### src/rtl/space_wire_supervisor_pkg.sv
// Shared types and helpers for the SpaceWire link supervisor: state codes,
// register widths and the saturating exponential backoff length.
package space_wire_supervisor_pkg;

  localparam int unsigned STATE_W     = 3;
  localparam int unsigned RETRY_W     = 3;
  localparam int unsigned ERR_W       = 8;
  localparam int unsigned CNT_W       = 8;
  localparam int unsigned MAX_TIMER_W = 32;

  typedef enum logic [STATE_W-1:0] {
    ST_IDLE    = 3'd0,
    ST_START   = 3'd1,
    ST_RUN     = 3'd2,
    ST_BACKOFF = 3'd3,
    ST_FAILED  = 3'd4
  } chan_state_e;

  // base << retry, computed 7 bits wider than the timer, then clamped to
  // the largest value a timer_w-bit timer can hold.
  function automatic logic [MAX_TIMER_W-1:0] backoff_len(
    input logic [MAX_TIMER_W-1:0] base,
    input logic [RETRY_W-1:0]     retry,
    input int unsigned            timer_w
  );
    logic [MAX_TIMER_W+6:0] shifted;
    logic [MAX_TIMER_W+6:0] limit;
    shifted = {7'd0, base} << retry;
    limit   = ((MAX_TIMER_W+7)'(1) << timer_w) - (MAX_TIMER_W+7)'(1);
    if (shifted > limit) begin
      shifted = limit;
    end
    return shifted[MAX_TIMER_W-1:0];
  endfunction

endpackage

### src/rtl/space_wire_link_supervisor_chan.sv
// One supervised link: start/retry FSM with down-counting timer, retry
// counter, sticky error flags and a saturating link-drop counter.
module space_wire_link_supervisor_chan
  import space_wire_supervisor_pkg::*;
#(
  parameter int unsigned          C_TIMER_W           = 16,
  parameter logic [C_TIMER_W-1:0] C_START_TIMEOUT_VAL = 16'd2000,
  parameter logic [C_TIMER_W-1:0] C_BACKOFF_BASE_VAL  = 16'd640,
  parameter logic [RETRY_W-1:0]   C_MAX_RETRY         = 3'd5
) (
  input  logic               i_clk,
  input  logic               i_reset,
  input  logic               i_enable,
  input  logic               i_link_run,
  input  logic [ERR_W-1:0]   i_error_status,
  input  logic [ERR_W-1:0]   i_err_clear,
  input  logic [ERR_W-1:0]   i_err_irq_mask,
  input  logic               i_stat_clear,
  output logic               o_link_start,
  output logic               o_link_disable,
  output logic [STATE_W-1:0] o_state,
  output logic [RETRY_W-1:0] o_retry,
  output logic [ERR_W-1:0]   o_err_sticky,
  output logic [CNT_W-1:0]   o_link_down_cnt,
  output logic               o_irq_req
);

  localparam logic [C_TIMER_W-1:0] T_ONE      = C_TIMER_W'(1);
  localparam logic [C_TIMER_W-1:0] START_LOAD = C_START_TIMEOUT_VAL - T_ONE;
  localparam logic [CNT_W-1:0]     CNT_MAX    = {CNT_W{1'b1}};

  chan_state_e          state_q, state_d;
  logic [C_TIMER_W-1:0] timer_q, timer_d;
  logic [RETRY_W-1:0]   retry_q, retry_d;
  logic [ERR_W-1:0]     sticky_q, sticky_d;
  logic [CNT_W-1:0]     cnt_q, cnt_d;
  logic [C_TIMER_W-1:0] bo_len;
  logic                 timer_expired;
  logic                 retry_step;
  logic                 drop;

  always_comb begin
    state_d       = state_q;
    timer_d       = timer_q;
    retry_d       = retry_q;
    retry_step    = 1'b0;
    drop          = 1'b0;
    timer_expired = (timer_q == '0);
    bo_len        = C_TIMER_W'(backoff_len(MAX_TIMER_W'(C_BACKOFF_BASE_VAL), retry_q, C_TIMER_W));

    if (!i_enable) begin
      state_d = ST_IDLE;
      retry_d = '0;
      timer_d = '0;
    end else begin
      case (state_q)
        ST_IDLE: begin
          state_d = ST_START;
          retry_d = '0;
          timer_d = START_LOAD;
        end
        ST_START: begin
          // A run indication wins over a coincident timeout.
          if (i_link_run) begin
            state_d = ST_RUN;
            retry_d = '0;
          end else if (timer_expired) begin
            retry_step = 1'b1;
          end else begin
            timer_d = timer_q - T_ONE;
          end
        end
        ST_RUN: begin
          if (!i_link_run) begin
            drop       = 1'b1;
            retry_step = 1'b1;
          end
        end
        ST_BACKOFF: begin
          if (timer_expired) begin
            state_d = ST_START;
            timer_d = START_LOAD;
          end else begin
            timer_d = timer_q - T_ONE;
          end
        end
        ST_FAILED: begin
          state_d = ST_FAILED;
        end
        default: begin
          state_d = ST_IDLE;
        end
      endcase

      if (retry_step) begin
        if (retry_q == C_MAX_RETRY) begin
          state_d = ST_FAILED;
        end else begin
          state_d = ST_BACKOFF;
          timer_d = bo_len - T_ONE;
          retry_d = retry_q + 1'b1;
        end
      end
    end
  end

  // Set beats clear for the sticky flags; a drop beats stat_clear for the count.
  always_comb begin
    sticky_d = (sticky_q & ~i_err_clear) | i_error_status;
    cnt_d    = i_stat_clear ? '0 : cnt_q;
    if (drop && (cnt_d != CNT_MAX)) begin
      cnt_d = cnt_d + 1'b1;
    end
  end

  always_ff @(posedge i_clk) begin
    if (i_reset) begin
      state_q  <= ST_IDLE;
      timer_q  <= '0;
      retry_q  <= '0;
      sticky_q <= '0;
      cnt_q    <= '0;
    end else begin
      state_q  <= state_d;
      timer_q  <= timer_d;
      retry_q  <= retry_d;
      sticky_q <= sticky_d;
      cnt_q    <= cnt_d;
    end
  end

  assign o_link_start    = (state_q == ST_START) || (state_q == ST_RUN);
  assign o_link_disable  = (state_q == ST_IDLE) || (state_q == ST_BACKOFF) || (state_q == ST_FAILED);
  assign o_state         = state_q;
  assign o_retry         = retry_q;
  assign o_err_sticky    = sticky_q;
  assign o_link_down_cnt = cnt_q;
  assign o_irq_req       = (|(sticky_q & i_err_irq_mask)) || (state_q == ST_FAILED);

endmodule

### src/rtl/space_wire_link_supervisor.sv
// N-channel SpaceWire link supervisor: one channel engine per link plus a
// registered interrupt reduced across all channels.
module space_wire_link_supervisor
  import space_wire_supervisor_pkg::*;
#(
  parameter int unsigned          C_CHANNELS          = 4,
  parameter int unsigned          C_TIMER_W           = 16,
  parameter logic [C_TIMER_W-1:0] C_START_TIMEOUT_VAL = 16'd2000,
  parameter logic [C_TIMER_W-1:0] C_BACKOFF_BASE_VAL  = 16'd640,
  parameter logic [RETRY_W-1:0]   C_MAX_RETRY         = 3'd5
) (
  input  logic                          i_clk,
  input  logic                          i_reset,
  input  logic [C_CHANNELS-1:0]         i_enable,
  input  logic [C_CHANNELS-1:0]         i_link_run,
  input  logic [ERR_W*C_CHANNELS-1:0]   i_error_status,
  input  logic [ERR_W*C_CHANNELS-1:0]   i_err_clear,
  input  logic [ERR_W-1:0]              i_err_irq_mask,
  input  logic                          i_stat_clear,
  output logic [C_CHANNELS-1:0]         o_link_start,
  output logic [C_CHANNELS-1:0]         o_link_disable,
  output logic [STATE_W*C_CHANNELS-1:0] o_chan_state,
  output logic [RETRY_W*C_CHANNELS-1:0] o_retry_count,
  output logic [ERR_W*C_CHANNELS-1:0]   o_err_sticky,
  output logic [CNT_W*C_CHANNELS-1:0]   o_link_down_cnt,
  output logic                          o_irq
);

  logic [C_CHANNELS-1:0] irq_req;
  logic                  irq_q, irq_d;

  for (genvar k = 0; k < C_CHANNELS; k++) begin : g_chan
    space_wire_link_supervisor_chan #(
      .C_TIMER_W          (C_TIMER_W),
      .C_START_TIMEOUT_VAL(C_START_TIMEOUT_VAL),
      .C_BACKOFF_BASE_VAL (C_BACKOFF_BASE_VAL),
      .C_MAX_RETRY        (C_MAX_RETRY)
    ) u_chan (
      .i_clk          (i_clk),
      .i_reset        (i_reset),
      .i_enable       (i_enable[k]),
      .i_link_run     (i_link_run[k]),
      .i_error_status (i_error_status[ERR_W*k +: ERR_W]),
      .i_err_clear    (i_err_clear[ERR_W*k +: ERR_W]),
      .i_err_irq_mask (i_err_irq_mask),
      .i_stat_clear   (i_stat_clear),
      .o_link_start   (o_link_start[k]),
      .o_link_disable (o_link_disable[k]),
      .o_state        (o_chan_state[STATE_W*k +: STATE_W]),
      .o_retry        (o_retry_count[RETRY_W*k +: RETRY_W]),
      .o_err_sticky   (o_err_sticky[ERR_W*k +: ERR_W]),
      .o_link_down_cnt(o_link_down_cnt[CNT_W*k +: CNT_W]),
      .o_irq_req      (irq_req[k])
    );
  end

  always_comb begin
    irq_d = |irq_req;
  end

  always_ff @(posedge i_clk) begin
    if (i_reset) begin
      irq_q <= 1'b0;
    end else begin
      irq_q <= irq_d;
    end
  end

  assign o_irq = irq_q;

endmodule

### config.mk
export PLATFORM = sky130hd
export DESIGN_NAME = space_wire_link_supervisor
export DESIGN_NICKNAME = d
export VERILOG_FILES = /design/src/rtl/space_wire_supervisor_pkg.sv /design/src/rtl/space_wire_link_supervisor_chan.sv /design/src/rtl/space_wire_link_supervisor.sv
export SDC_FILE = /design/constraint.sdc
export NUM_CORES = 1
export LEC_CHECK = 0
export ABC_AREA = 1
export BUFFER_PORTS_ARGS = -buffer_cell sky130_fd_sc_hd__buf_2
export CAP_MARGIN = 20
export CORE_MARGIN = 5
export CORE_UTILIZATION = 58
export DETAILED_ROUTE_END_ITERATION = 6
export GPL_TIMING_DRIVEN = 0
export PLACE_DENSITY = 0.82
export SLEW_MARGIN = 15
export SYNTH_ARGS = -nofsm -noshare
export SYNTH_HDL_FRONTEND = slang
export SYNTH_HIERARCHICAL = 1
export SYNTH_SLANG_ARGS = --single-unit
### constraint.sdc
create_clock -name i_clk -period 2.1 [get_ports i_clk]
set_input_delay 0.105 -clock i_clk [delete_from_list [all_inputs] [get_ports i_clk]]
set_output_delay 0.105 -clock i_clk [all_outputs]
set_load 0.02 [all_outputs]
======== Yosys cells after proc, flatten, opt, wreduce, memory -nomap -nowiden ========
Index checks and enable logic that the tools add are counted.
Widths: inputs -> output; s select.
word-level totals
  flip-flop bits (word level) ............. 153
  input port bits ......................... 83
  output and inout port bits .............. 97
  word-level logic and storage cells ...... 242
operators by class
  $add $sub $neg .......................... 16
  $lt $le $gt $ge ......................... 4
  eq/ne operators ......................... 36
  shift operators ......................... 4
  multiplexer cells ....................... 100
  bitwise gates (word level) .............. 20
  reductions and logical operators ........ 41
operators by type and width
  cell                   count
  $mux 16                24
  $pmux 16 s3            4
  $gt 39x16->1 const B   4
  $shl 10x3->39 const A  4
  $sub 16x1->16 const B  8
  $mux 3                 28
  $and 8x8->8            8
  $logic_not 16->1       4
  $mux 8                 8
  $pmux 3 s5             4
  $add 8x1->8 const B    4
  $ne 8x8->1 const B     4
  $not 8->8              4
  $or 8x8->8             4
  $reduce_or 8->1        4
  $eq 3x2->1 const B     8
  $eq 3x3->1 const B     8
  $mux 1                 24
  $pmux 3 s2             4
  $logic_or 1x1->1       16
  $add 3x1->3 const B    4
  $eq 3x1->1 const B     4
  $logic_not 3->1        4
  $ne 3x2->1 const B     4
  8 further kinds        29

======== Depth between registers and ports, before layout ========
  depth in word-level cells ............... 7
  gate-level depth with buffers ........... 14
  gate-level depth less buffers ........... 14

======== Cells and area by module ========
The synthesis kept the hierarchy.
by module, submodules not included
  module                                                  times used  cells each  area an instance (sq um)  sequential area each (sq um)
  space_wire_link_supervisor_chan (g_chan[0].u_chan ...)  3           400         2656.3                    760.7
  space_wire_link_supervisor_chan (g_chan[3].u_chan)      1           392         2548.7                    760.7
  space_wire_link_supervisor                              1           4           32.5                      20.0

======== Worst setup path before layout ========
OpenSTA, ideal clock, no wires.
  kind .................................... reg-to-reg
  start ................................... register g_chan[0].u_chan.retry_q[0]
  end ..................................... register g_chan[0].u_chan.timer_q[14]
  library setup time ...................... 115 ps
  arrival ................................. 1755 ps
  required time ........................... 1985 ps
  setup slack ............................. 230 ps
  cell stages (with the launch flop) ...... 12
  path buffers ............................ 0
  clock period less this slack ............ 1870 ps
  path through ............................ dfxtp_1 inv_1 ha_1 a21oi_1 ha_1 nand2_1 nor2_1 nand2_1 a21oi_1 o21ai_0 nand2_1 nor2_1
between the ends
  longest elaborated chain between the ends .. 6
  elaborated cells on any way between the ends .. 7
  classes of those cells .................. add/sub (1); order compare (1); eq/ne (1); shift (1); mux (3)
RTL lines
  element                   RTL line                                source
  start: declaration        space_wire_link_supervisor_chan.sv:34   logic [RETRY_W-1:0] retry_q, retry_d;
  start signal: assignment  space_wire_link_supervisor_chan.sv:126  retry_q <= retry_d;
  $shl 10x3->39             space_wire_supervisor_pkg.sv:28         shifted = {7'd0, base} << retry;
  $gt 39x16->1              space_wire_supervisor_pkg.sv:30         if (shifted > limit) begin
  $mux 16                   space_wire_supervisor_pkg.sv:30
  $sub 16x1->16             space_wire_link_supervisor_chan.sv:100  timer_d = bo_len - T_ONE;
  $mux 16 *                 space_wire_link_supervisor_chan.sv:96   if (retry_q == C_MAX_RETRY) begin
  $mux 16 *                 space_wire_link_supervisor_chan.sv:95   if (retry_step) begin
  end signal: assignment    space_wire_link_supervisor_chan.sv:125  timer_q <= timer_d;
  end: declaration          space_wire_link_supervisor_chan.sv:33   logic [C_TIMER_W-1:0] timer_q, timer_d;
Mark *: on every way between the ends. The rest lies on a longest branch, timed or not.
A chain may end at the register's enable or synchronous reset.

======== Final worst setup path ========
  start ................................... register g_chan[1].u_chan.timer_q[0]
  end ..................................... register g_chan[1].u_chan.timer_q[14]
between the ends
  longest elaborated chain between the ends .. 6
  elaborated cells on any way between the ends .. 12
  classes of those cells .................. add/sub (1); mux (10); reduce/logical (1)
RTL lines
  element                                                   RTL line                                                                                                             source
  start: declaration                                        space_wire_link_supervisor_chan.sv:33
  start signal: assignment                                  space_wire_link_supervisor_chan.sv:125
  $sub 16x1->16 / $logic_not 16->1 (equally long branches)  space_wire_link_supervisor_chan.sv:70, space_wire_link_supervisor_chan.sv:84, space_wire_link_supervisor_chan.sv:48
  $mux 16 / $mux 1 (equally long branches)                  space_wire_link_supervisor_chan.sv:67                                                                                end else if (timer_expired) begin
  $mux 16 / $mux 1 (equally long branches)                  space_wire_link_supervisor_chan.sv:64                                                                                if (i_link_run) begin
  $pmux 16 s3 / $pmux 1 s2 (equally long branches)          space_wire_link_supervisor_chan.sv:56                                                                                case (state_q)
  $mux 16 / $mux 1 (equally long branches)                  space_wire_link_supervisor_chan.sv:96, space_wire_link_supervisor_chan.sv:51
  $mux 16 *                                                 space_wire_link_supervisor_chan.sv:95
Mark *: on every way between the ends. The rest lies on a longest branch, timed or not. The select of a mux whose other input is x is not followed.

==> results.sh <==
export IMPL_gp_congestion=0.953
export IMPL_final_setup_worst_slack_ps=85.7
export IMPL_htree_levels=4
export IMPL_clk_pin_slew_worst_paths_ps=70
export IMPL_rows=49
export IMPL_holdWs_ps=91.8
export IMPL_overflow=0
export IMPL_drtAntennaViolNets=0
export IMPL_irDropWorstVdd_mv=0.589
export IMPL_crit_path_max_incr_delay_ps=400
export IMPL_numPortBuffers=179
export IMPL_total_power_mw=8.79
export IMPL_power_density_mw_per_mm2=667
export IMPL_finalSetupViolCount=0
export IMPL_critPathRequiredTime_ps=2410
export IMPL_final_util=0.734
export IMPL_grt_pass1_wl_um=51400
export IMPL_n_antenna_cell=0
export IMPL_cp_buffers_inverters=3
export IMPL_cp_depth=13
export IMPL_dp_hpwl_um=23200
export IMPL_r2r_cells=13
export IMPL_violations="DRC"
export IMPL_cp_arrival_ps=2330
export IMPL_syn_inst=1596
export IMPL_die_y_um=145
export IMPL_hold_path_class="in2reg"
export IMPL_endpoint_kind="register"
export IMPL_r2r_slack_ps=90
export IMPL_cts_buffers=17
export IMPL_fin_area_mm2=0.0132
export IMPL_syn2layout_area_growth_pct=25.0
export IMPL_synth_fp_nets=1715
export IMPL_worst_pin_slew_ps=659
export IMPL_antenna_found_initial=0
export IMPL_finalCritPeriodShare=0.959
export IMPL_top_usage_layer="met2"
export IMPL_grt_met3_usage=0.0565
export IMPL_cap_violations=0
export IMPL_vias=11800
export IMPL_worstPathCellList="inv_1 > ha_1 > nand2_2 > nor2_8 > nand2_2 > clkinv_2 > nand3_4 > nand2_4 > nand2_4 > buf_6 > nand2_1 > a21oi_1 > nor2_1"
export IMPL_min_path_cells=5
export IMPL_die_area_mm2=0.0210
export IMPL_final_layout_size_suffix_gt1_frac=0.233
export IMPL_relSlewSlack=0.561
export IMPL_nets=1985
export IMPL_slew_viol_final=0
export IMPL_cpLargestDelayFamily="simple AND/OR/NAND/NOR gates"
export IMPL_synth_seq_cells=153
export IMPL_finalSetupTns_ps=0
export IMPL_final_cells=2108
export IMPL_dr_pass1_iters=7
export IMPL_met1_usage=0.389
export IMPL_grtUsageMet2=0.501
export IMPL_start_kind="register"
export IMPL_grt_max_degree=25
export IMPL_place_area_mm2=0.0117
export IMPL_hold_viol=0
export IMPL_final_common_cell="nand2_1"
export IMPL_p_leak_nw=6.50
export IMPL_dp_worst_setup_slack_ps=35.9
export IMPL_drt_iter0_drc=1121
export IMPL_synth_cell_types=49
export IMPL_cts_sinks=153
export IMPL_cts_tree="done"
export IMPL_insertion_delay_ps=430
export IMPL_die_w_um=145
export IMPL_yosysWarnings=6
export IMPL_ys_seq_area_frac=0.290
export IMPL_ios=180
export IMPL_drc=11
export IMPL_wirelength_um=33200
export IMPL_ctsRootBufferMaster="clkbuf_16"
export IMPL_fin_crit_ps=2010
export IMPL_max_freq_mhz=496
export IMPL_start_util=0.587
export IMPL_core_area_mm2=0.0180
export IMPL_crit_slowest_cell="dfxtp_1"
export IMPL_netlist_area_mm2=0.0106
export IMPL_wl_per_cell_um=15.8
export IMPL_final_cell_mix="nand2_1, inv_1, buf_2"
export IMPL_crit_type="reg2reg"
export IMPL_grt_use_total=0.303
export IMPL_viasPerCell=5.60
export IMPL_avgSynthCellArea_um2=6.61
export IMPL_dp_cells=2004
export IMPL_status="finished with violations"
export IMPL_fin_skew_ps=9.02
export IMPL_clockBufferDepth=2
export IMPL_grt_pass1_vias=10900
export IMPL_critPathMaxFanout=10
path summary, 6_finish.rpt:
| path | start | end |
|---|---|---|
| worst max-delay path | g_chan[1].u_chan/timer_q[0]$_SDFF_PP0_ | g_chan[1].u_chan/timer_q[14]$_SDFF_PP0_ |
| worst min-delay path | i_enable[3] | g_chan[3].u_chan/timer_q[0]$_SDFF_PP0_ |
| worst max register to register | g_chan[1].u_chan/timer_q[0]$_SDFF_PP0_ | g_chan[1].u_chan/timer_q[14]$_SDFF_PP0_ |
| worst min register to register | g_chan[0].u_chan/o_link_down_cnt[1]$_SDFF_PP0_ | g_chan[0].u_chan/o_link_down_cnt[1]$_SDFF_PP0_ |
cells by family (layout without fill, tap and decap cells):
kind of cell / count (synthesis) / in the layout / share of synthesized area
AOI/OAI and AO/OA: 312 / 312 / 0.169
xor gates and xnor gates: 24 / 24 / 0.0199
adders and majority gates: 36 / 36 / 0.0427
buffers and inverters: 287 / 570 / 0.114
DFF: 153 / 153 / 0.290
and+or+nand+nor: 784 / 784 / 0.365
synth_stat cells (all sizes together):
cell type | instances | area share
nand2 | 390 | 0.16
inv | 252 | 0.090
nor2 | 215 | 0.098
dfxtp | 153 | 0.29
a21oi | 140 | 0.067
nand3 | 105 | 0.060
o21ai | 104 | 0.053
ha | 36 | 0.043
a31oi | 32 | 0.019
nor3 | 26 | 0.016
nand4 | 23 | 0.014
buf | 17 | 0.016
xor2 | 15 | 0.012
clkinv | 11 | 0.0044
or2 | 10 | 0.0059
xnor2 | 9 | 0.0075
a221oi | 8 | 0.0066
a22o | 8 | 0.0066
clkbuf | 7 | 0.0025
a211oi | 6 | 0.0057
nor4 | 6 | 0.0053
o31ai | 6 | 0.0043
o211ai | 5 | 0.0040
and3 | 3 | 0.0018
nand3b | 3 | 0.0021
nor3b | 3 | 0.0036
a21boi | 2 | 0.0014
o21bai | 1 | 0.00071
tightest hold or removal path: stages:
cell and delay [ps]:
buf_2 100, inv_1 60, nor2_1 90, o21ai_0 90, a21oi_1 40
sequential cells by signal, indices dropped and copies added, names as in the netlist:
signal / count
g_chan.u_chan/o_state: 12
g_chan.u_chan/timer_q: 64
g_chan.u_chan/o_link_down_cnt: 32
g_chan.u_chan/o_retry: 12
o_irq: 1
g_chan.u_chan/o_err_sticky: 32
metal layers:
| layer | part of all wire | up-vias |
|---|---|---|
| met5 | 0 | - |
| met3 | 0.084 | 103 |
| li1 | - | 5738 |
| met4 | 0.035 | 0 |
| met1 | 0.42 | 5385 |
| met2 | 0.47 | 580 |
what timing repair did:
item | CTS | global route
resized for setup | 0 | 34
hold buffers | 64 | 0
endpoints found under the hold margin | 32 | 0
endpoints found under the setup margin | 0 | 22
buffers inserted | 0 | 8
where the power goes:
part / switching [mW] / leakage [nW] / total [mW] / internal (mW)
Clock: 1.32 / 0.320 / 3.50 / 2.19
Sequential: 0.143 / 1.26 / 3.18 / 3.04
Combinational: 1.34 / 4.92 / 2.11 / 0.768
Total: 2.80 / 6.50 / 8.79 / 5.99
area by class of cell:
| class | instances | area [µm²] |
|---|---|---|
| multi-input combinational | 1156 | 6360 |
| fill | 1441 | 4770 |
| sequential | 153 | 3070 |
| timing repair buffer | 251 | 1600 |
| inverter | 263 | 1000 |
| clock buffer | 19 | 453 |
| tap | 229 | 287 |
| clock inverter | 13 | 218 |
| buffer | 24 | 200 |
Power figures use the tool's default switching activity.
